==> src/rtl/pio_event_poll_master.sv <==
// Avalon-MM master that polls a single-bit PIO slave, counts rising edges and acknowledges each with a 1-then-0 write.
// Optional build macro PIO_POLL_FILTER_EN: an edge needs two consecutive high polls after a low poll.
module pio_event_poll_master #(
   parameter int POLL_CYCLES = 16,
   parameter int COUNT_W     = 16,
   parameter int ACK_HOLD    = 1
) (
   input  logic               clk,
   input  logic               reset_n,
   input  logic               enable,
   input  logic               irq_ack,
   output logic [1:0]         m_address,
   output logic               m_chipselect,
   output logic               m_write_n,
   output logic [31:0]        m_writedata,
   input  logic [31:0]        m_readdata,
   output logic [COUNT_W-1:0] event_count,
   output logic               irq,
   output logic               busy
);

   typedef enum logic [2:0] {
      IDLE    = 3'd0,
      WAIT    = 3'd1,
      RD_ADDR = 3'd2,
      RD_CAP  = 3'd3,
      WR_SET  = 3'd4,
      WR_CLR  = 3'd5
   } state_t;

   // From IDLE the first read lands POLL_CYCLES after the enable is seen; between polls
   // RD_ADDR and RD_CAP already use two of the period, so WAIT covers the rest.
   localparam logic [15:0] START_CNT  = 16'(POLL_CYCLES - 1);
   localparam logic [15:0] RELOAD_CNT = 16'(POLL_CYCLES - 2);
   localparam logic [7:0]  HOLD_CNT   = 8'(ACK_HOLD);

   state_t      state_r;
   state_t      resume_s;
   logic [15:0] wait_cnt_r;
   logic [7:0]  hold_cnt_r;
   logic        prev_sample_r;
`ifdef PIO_POLL_FILTER_EN
   logic        prev2_sample_r;
`endif
   logic        cur_s;
   logic        edge_s;
   logic        rd_unused_s;

   assign rd_unused_s = |m_readdata[31:1];

   // Edge qualification on the sample returned by the slave during RD_CAP
   always_comb begin
      cur_s = m_readdata[0];
`ifdef PIO_POLL_FILTER_EN
      edge_s = cur_s & prev_sample_r & ~prev2_sample_r;
`else
      edge_s = cur_s & ~prev_sample_r;
`endif
   end

   // Where a finished poll sequence goes next; a two-cycle period skips WAIT entirely
   always_comb begin
      if (!enable) begin
         resume_s = IDLE;
      end else if (RELOAD_CNT == 16'd0) begin
         resume_s = RD_ADDR;
      end else begin
         resume_s = WAIT;
      end
   end

   // Poll/acknowledge sequencer with registered bus and status outputs
   always_ff @(posedge clk) begin
      if (!reset_n) begin
         state_r        <= IDLE;
         wait_cnt_r     <= 16'd0;
         hold_cnt_r     <= 8'd0;
         prev_sample_r  <= 1'b0;
`ifdef PIO_POLL_FILTER_EN
         prev2_sample_r <= 1'b0;
`endif
         m_address      <= 2'b00;
         m_chipselect   <= 1'b0;
         m_write_n      <= 1'b1;
         m_writedata    <= 32'd0;
         event_count    <= '0;
         irq            <= 1'b0;
         busy           <= 1'b0;
      end else begin
         m_address <= 2'b00;
         // A set in RD_CAP below overrides this clear when both land together
         if (irq_ack) begin
            irq <= 1'b0;
         end
         case (state_r)
            IDLE: begin
               if (enable) begin
                  state_r    <= WAIT;
                  wait_cnt_r <= START_CNT;
               end else begin
                  state_r    <= IDLE;
               end
            end
            WAIT: begin
               if (!enable) begin
                  state_r <= IDLE;
               end else if (wait_cnt_r <= 16'd1) begin
                  state_r      <= RD_ADDR;
                  wait_cnt_r   <= 16'd0;
                  m_chipselect <= 1'b1;
                  m_write_n    <= 1'b1;
                  busy         <= 1'b1;
               end else begin
                  wait_cnt_r <= wait_cnt_r - 16'd1;
               end
            end
            RD_ADDR: begin
               state_r      <= RD_CAP;
               m_chipselect <= 1'b0;
            end
            RD_CAP: begin
               prev_sample_r  <= cur_s;
`ifdef PIO_POLL_FILTER_EN
               prev2_sample_r <= prev_sample_r;
`endif
               if (edge_s) begin
                  state_r      <= WR_SET;
                  hold_cnt_r   <= HOLD_CNT;
                  event_count  <= event_count + COUNT_W'(1);
                  irq          <= 1'b1;
                  m_chipselect <= 1'b1;
                  m_write_n    <= 1'b0;
                  m_writedata  <= 32'd1;
               end else begin
                  state_r      <= resume_s;
                  wait_cnt_r   <= RELOAD_CNT;
                  m_chipselect <= (resume_s == RD_ADDR);
                  busy         <= (resume_s == RD_ADDR);
               end
            end
            WR_SET: begin
               if (hold_cnt_r == 8'd0) begin
                  state_r      <= WR_CLR;
                  m_chipselect <= 1'b1;
                  m_write_n    <= 1'b0;
                  m_writedata  <= 32'd0;
               end else begin
                  hold_cnt_r   <= hold_cnt_r - 8'd1;
                  m_chipselect <= 1'b0;
                  m_write_n    <= 1'b1;
                  m_writedata  <= 32'd1;
               end
            end
            WR_CLR: begin
               state_r      <= resume_s;
               wait_cnt_r   <= RELOAD_CNT;
               m_chipselect <= (resume_s == RD_ADDR);
               m_write_n    <= 1'b1;
               m_writedata  <= 32'd0;
               busy         <= (resume_s == RD_ADDR);
            end
            default: begin
               state_r      <= IDLE;
               m_chipselect <= 1'b0;
               m_write_n    <= 1'b1;
               m_writedata  <= 32'd0;
               busy         <= 1'b0;
            end
         endcase
      end
   end

endmodule
==> config.mk <==
export PLATFORM = sky130hd
export DESIGN_NAME = pio_event_poll_master
export DESIGN_NICKNAME = d
export VERILOG_FILES = /design/src/rtl/pio_event_poll_master.sv
export SDC_FILE = /design/constraint.sdc
export NUM_CORES = 1
export LEC_CHECK = 0
export BUFFER_PORTS_ARGS = -buffer_cell sky130_fd_sc_hd__buf_2
export CORE_ASPECT_RATIO = 1.2
export CORE_MARGIN = 3
export CORE_UTILIZATION = 48
export DETAILED_ROUTE_END_ITERATION = 8
export GPL_TIMING_DRIVEN = 0
export PLACE_DENSITY = 0.79
export SLEW_MARGIN = 20
export SYNTH_ARGS = -nofsm -noshare
export SYNTH_HDL_FRONTEND = slang
export SYNTH_SLANG_ARGS = --single-unit
==> constraint.sdc <==
create_clock -name clk -period 5.9 [get_ports clk]
set_input_delay 0.885 -clock clk [delete_from_list [all_inputs] [get_ports clk]]
set_output_delay 0.885 -clock clk [all_outputs]
set_load 0.05 [all_outputs]
==> impl_metrics.csv <==
group,metric,value,unit
run_status,status,"finished clean",
synth,ys_seq_area_share,35.96,%
grt,grt_pass1_vias,2068,
floorplan,ios,90,
sta,slew_headroom,53.82,%
drt,vias,2238,
place,gp_congestion,0.8542,
clock_tree,h-tree-depth,2,
drt,firstDrtPassIters,4,
synth,synthCells,318,
worst_hold_path,hold_start,"irq",
cells_and_area,syn_to_final_growth,14.95,%
sta,timing.fmax,442.9,MHz
worst_hold_path,hp-class,"reg2reg",
critical_path,arrival,2450,ps
power,leakagePower,1.362,nW
floorplan,initial_core_util,50.45,%
synth,postSynth.asyncResetShare,0,%
sta,rsz0062_at_grt,"no",
cells_and_area,antenna_cells,0,
floorplan,rows,29,
critical_path,end_kind,"flop",
synth,synth.top_cell.area_share,35.96,%
clock_tree,cts_tree,"done",
cells_and_area,fin_util,58.00,%
worst_hold_path,whs_endpoint,"irq",
clock_tree,cts_buffer_depth,2,
grt,grt_pass1_wl,9.004,mm
drt,ant_nets,0,
sta,finalSetupTns,0,ps
sta,drv_slew,0,
synth,synthFlopType,"dfxtp_1",
place,port_buffers,25,
floorplan,die_y,88.58,microns
synth,ys_warn_count,0,
critical_path,reg2reg_to,"wait_cnt_r[8]",
critical_path,startpoint_type,"flop",
power,ir_worst_vdd,0.0001536,V
clock_tree,cts.clk_slew.worst_paths,90,ps
worst_hold_path,hold_path_depth,2,
critical_path,r2r_start,"wait_cnt_r[0]",
grt,grt_max_degree,16,
synth,yosysMostFrequentCell,"dfxtp_1",
drt,wire_per_inst,12.16,microns
sta,worst_pin_slew,685.4,ps
grt,grt-ovfl-total,0,
place,dpl.hpwl,4.049,mm
drt,route.detailed.drc,0,
floorplan,die-area,6627,sq um
synth,synthTopCellsByCount,"dfxtp_1 (49), nor2_1 (47), buf_4 (33), a21oi_1 (17), nand2_1 (17)",
synth,syn-cell-area,2728,sq um
job,maxCapViolations,0,
synth,synth_seq_cells,49,
synth,synth_edf_count,0,
synth,synth_top_area_cell,"dfxtp_1",
drt,drtIter0Drc,91,
critical_path,critPathRequiredTime,6090,ps
grt,grt.total_usage,16.88,%
clock_tree,cts-resized-gates,0,
sta,whs,501.8,ps
sta,hold_viol,0,
drt,routed_wirelength,5.398,mm
clock_tree,cts_buffers,5,
floorplan,die_x,74.82,microns
cells_and_area,nets,423,
critical_path,worstPathMaxFanout,10,
clock_tree,postCtsSetupRepairBufs,0,
clock_tree,cts.sinks,49,
clock_tree,insertion_delay,300,ps
synth,avgSynthCellArea,8.577,sq um
synth,yosysUniqueCellTypes,57,
cells_and_area,drive_above_1_share,21.73,%
floorplan,core-area,5406,sq um
critical_path,r2r_slack,3640,ps
critical_path,ff2ff_path_depth,8,
clock_tree,cts-root-buf,"clkbuf_8",
grt,antenna_found_initial,0,
sta,finalCriticalPeriod,2258,ps
sta,skew,8.701,ps
sta,setup_viol,0,
clock_tree,ctsHoldBuffers,0,
drt,viasPerCell,5.041,
synth,synth_area_leaders,"dfxtp_1 (36%), buf_4 (9.1%), nor2_1 (6.5%)",
critical_path,worstSetupPathType,"reg2reg",
power,power.density,236.9,nW/um^2
sta,period_share,38.27,%
## placed cells by master (no fill, tap or decap), types with 4 or more instances in the layout
master | Yosys | final
nand3_1 | 14 | 14
xnor2_1 | 13 | 13
conb_1 | 1 | 33
buf_4 | 33 | 33
dfxtp_1 | 49 | 49
a211oi_1 | 6 | 6
o21ai_0 | 7 | 7
xor2_1 | 16 | 16
nand4b_1 | 4 | 4
nor2_1 | 47 | 47
nand2b_1 | 4 | 4
a21oi_1 | 17 | 17
inv_1 | 7 | 7
nand4_1 | 6 | 6
nand2_1 | 17 | 17
nor3_1 | 5 | 5
clkbuf_1 | 8 | 8
buf_2 | 2 | 27
clkbuf_8 | 0 | 5
ha_1 | 5 | 5
## logic make-up after synthesis
kind of cell,Yosys count,share of synthesized area [%]
multiplexers,1,0.3670
other,1,0.1375
AO/OA/AOI/OAI,55,14.72
buffers and inverters,52,12.06
flip-flops,49,35.96
XOR/XNOR,29,9.312
adder cells (fa/ha/maj),5,2.294
AND/OR/NAND/NOR,126,25.14
## critical path, stage by stage, from the launching register on
cell and delay (ps):
dfxtp_1 360, inv_1 90, ha_1 140, clkbuf_1 310, o21ai_0 240, nor4_4 530
a2bb2oi_2 250, buf_6 170, nor2_1 50
## routing by layer
layer | track usage (%) | vias up | share of wire, %
met3 | 3.750 | 10 | 3.4
li1 | - | 1167 | -
met4 | 5.340 | 0 | 1.6
met1 | 21.66 | 1025 | 46
met5 | 0 | - | 0
met2 | 28.06 | 36 | 49
## flip-flops by register name (all words and copies together) (netlist names)
register and count:
busy 1, wait_cnt_r 16, hold_cnt_r 8, irq 1, m_write_n 1, state_r 3, m_writedata 1, m_chipselect 1
event_count 16, prev_sample_r 1
## worst max-delay path by stage
stage	from	end	slack, ps	depth (start not counted)
floorplan	m_readdata[0]	wait_cnt_r[3]	3760	6
global placement	m_readdata[0]	wait_cnt_r[6]	3440	8
detailed placement	m_readdata[0]	wait_cnt_r[7]	3390	8
CTS	wait_cnt_r[0]	wait_cnt_r[14]	3640	8
global route	wait_cnt_r[0]	wait_cnt_r[5]	3400	8
finish	wait_cnt_r[0]	wait_cnt_r[8]	3640	8
## through the flow
stage	power [mW]	cell area, sq um	setup slack (ps)	cells
after floorplan	0.5286	2848	3764	350
after global placement	0.5527	3050	3438	437
after detailed placement	0.5569	3050	3392	437
after CTS	0.7471	3136	3639	444
after global routing	0.7794	3136	3398	444
final	0.7429	3136	3642	444
## report_power, final
group	internal, mW	leakage, nW	switching, mW
combinational	0.0663	0.924	0.128
sequential	0.344	0.397	0.0139
clock	0.0819	0.0402	0.110
total	0.492	1.36	0.251
## final cells by class
type,count,area (sq um)
Sequential cell,49,980.9
Inverter,8,30.03
Buffer,44,299.0
Multi-Input combinational cell,249,1538
Clock buffer,5,68.82
Timing Repair Buffer,25,125.1
Fill cell,501,2271
Clock inverter,2,16.27
Tap cell,62,77.57
Note: power is estimated with default switching activity, not from simulation.
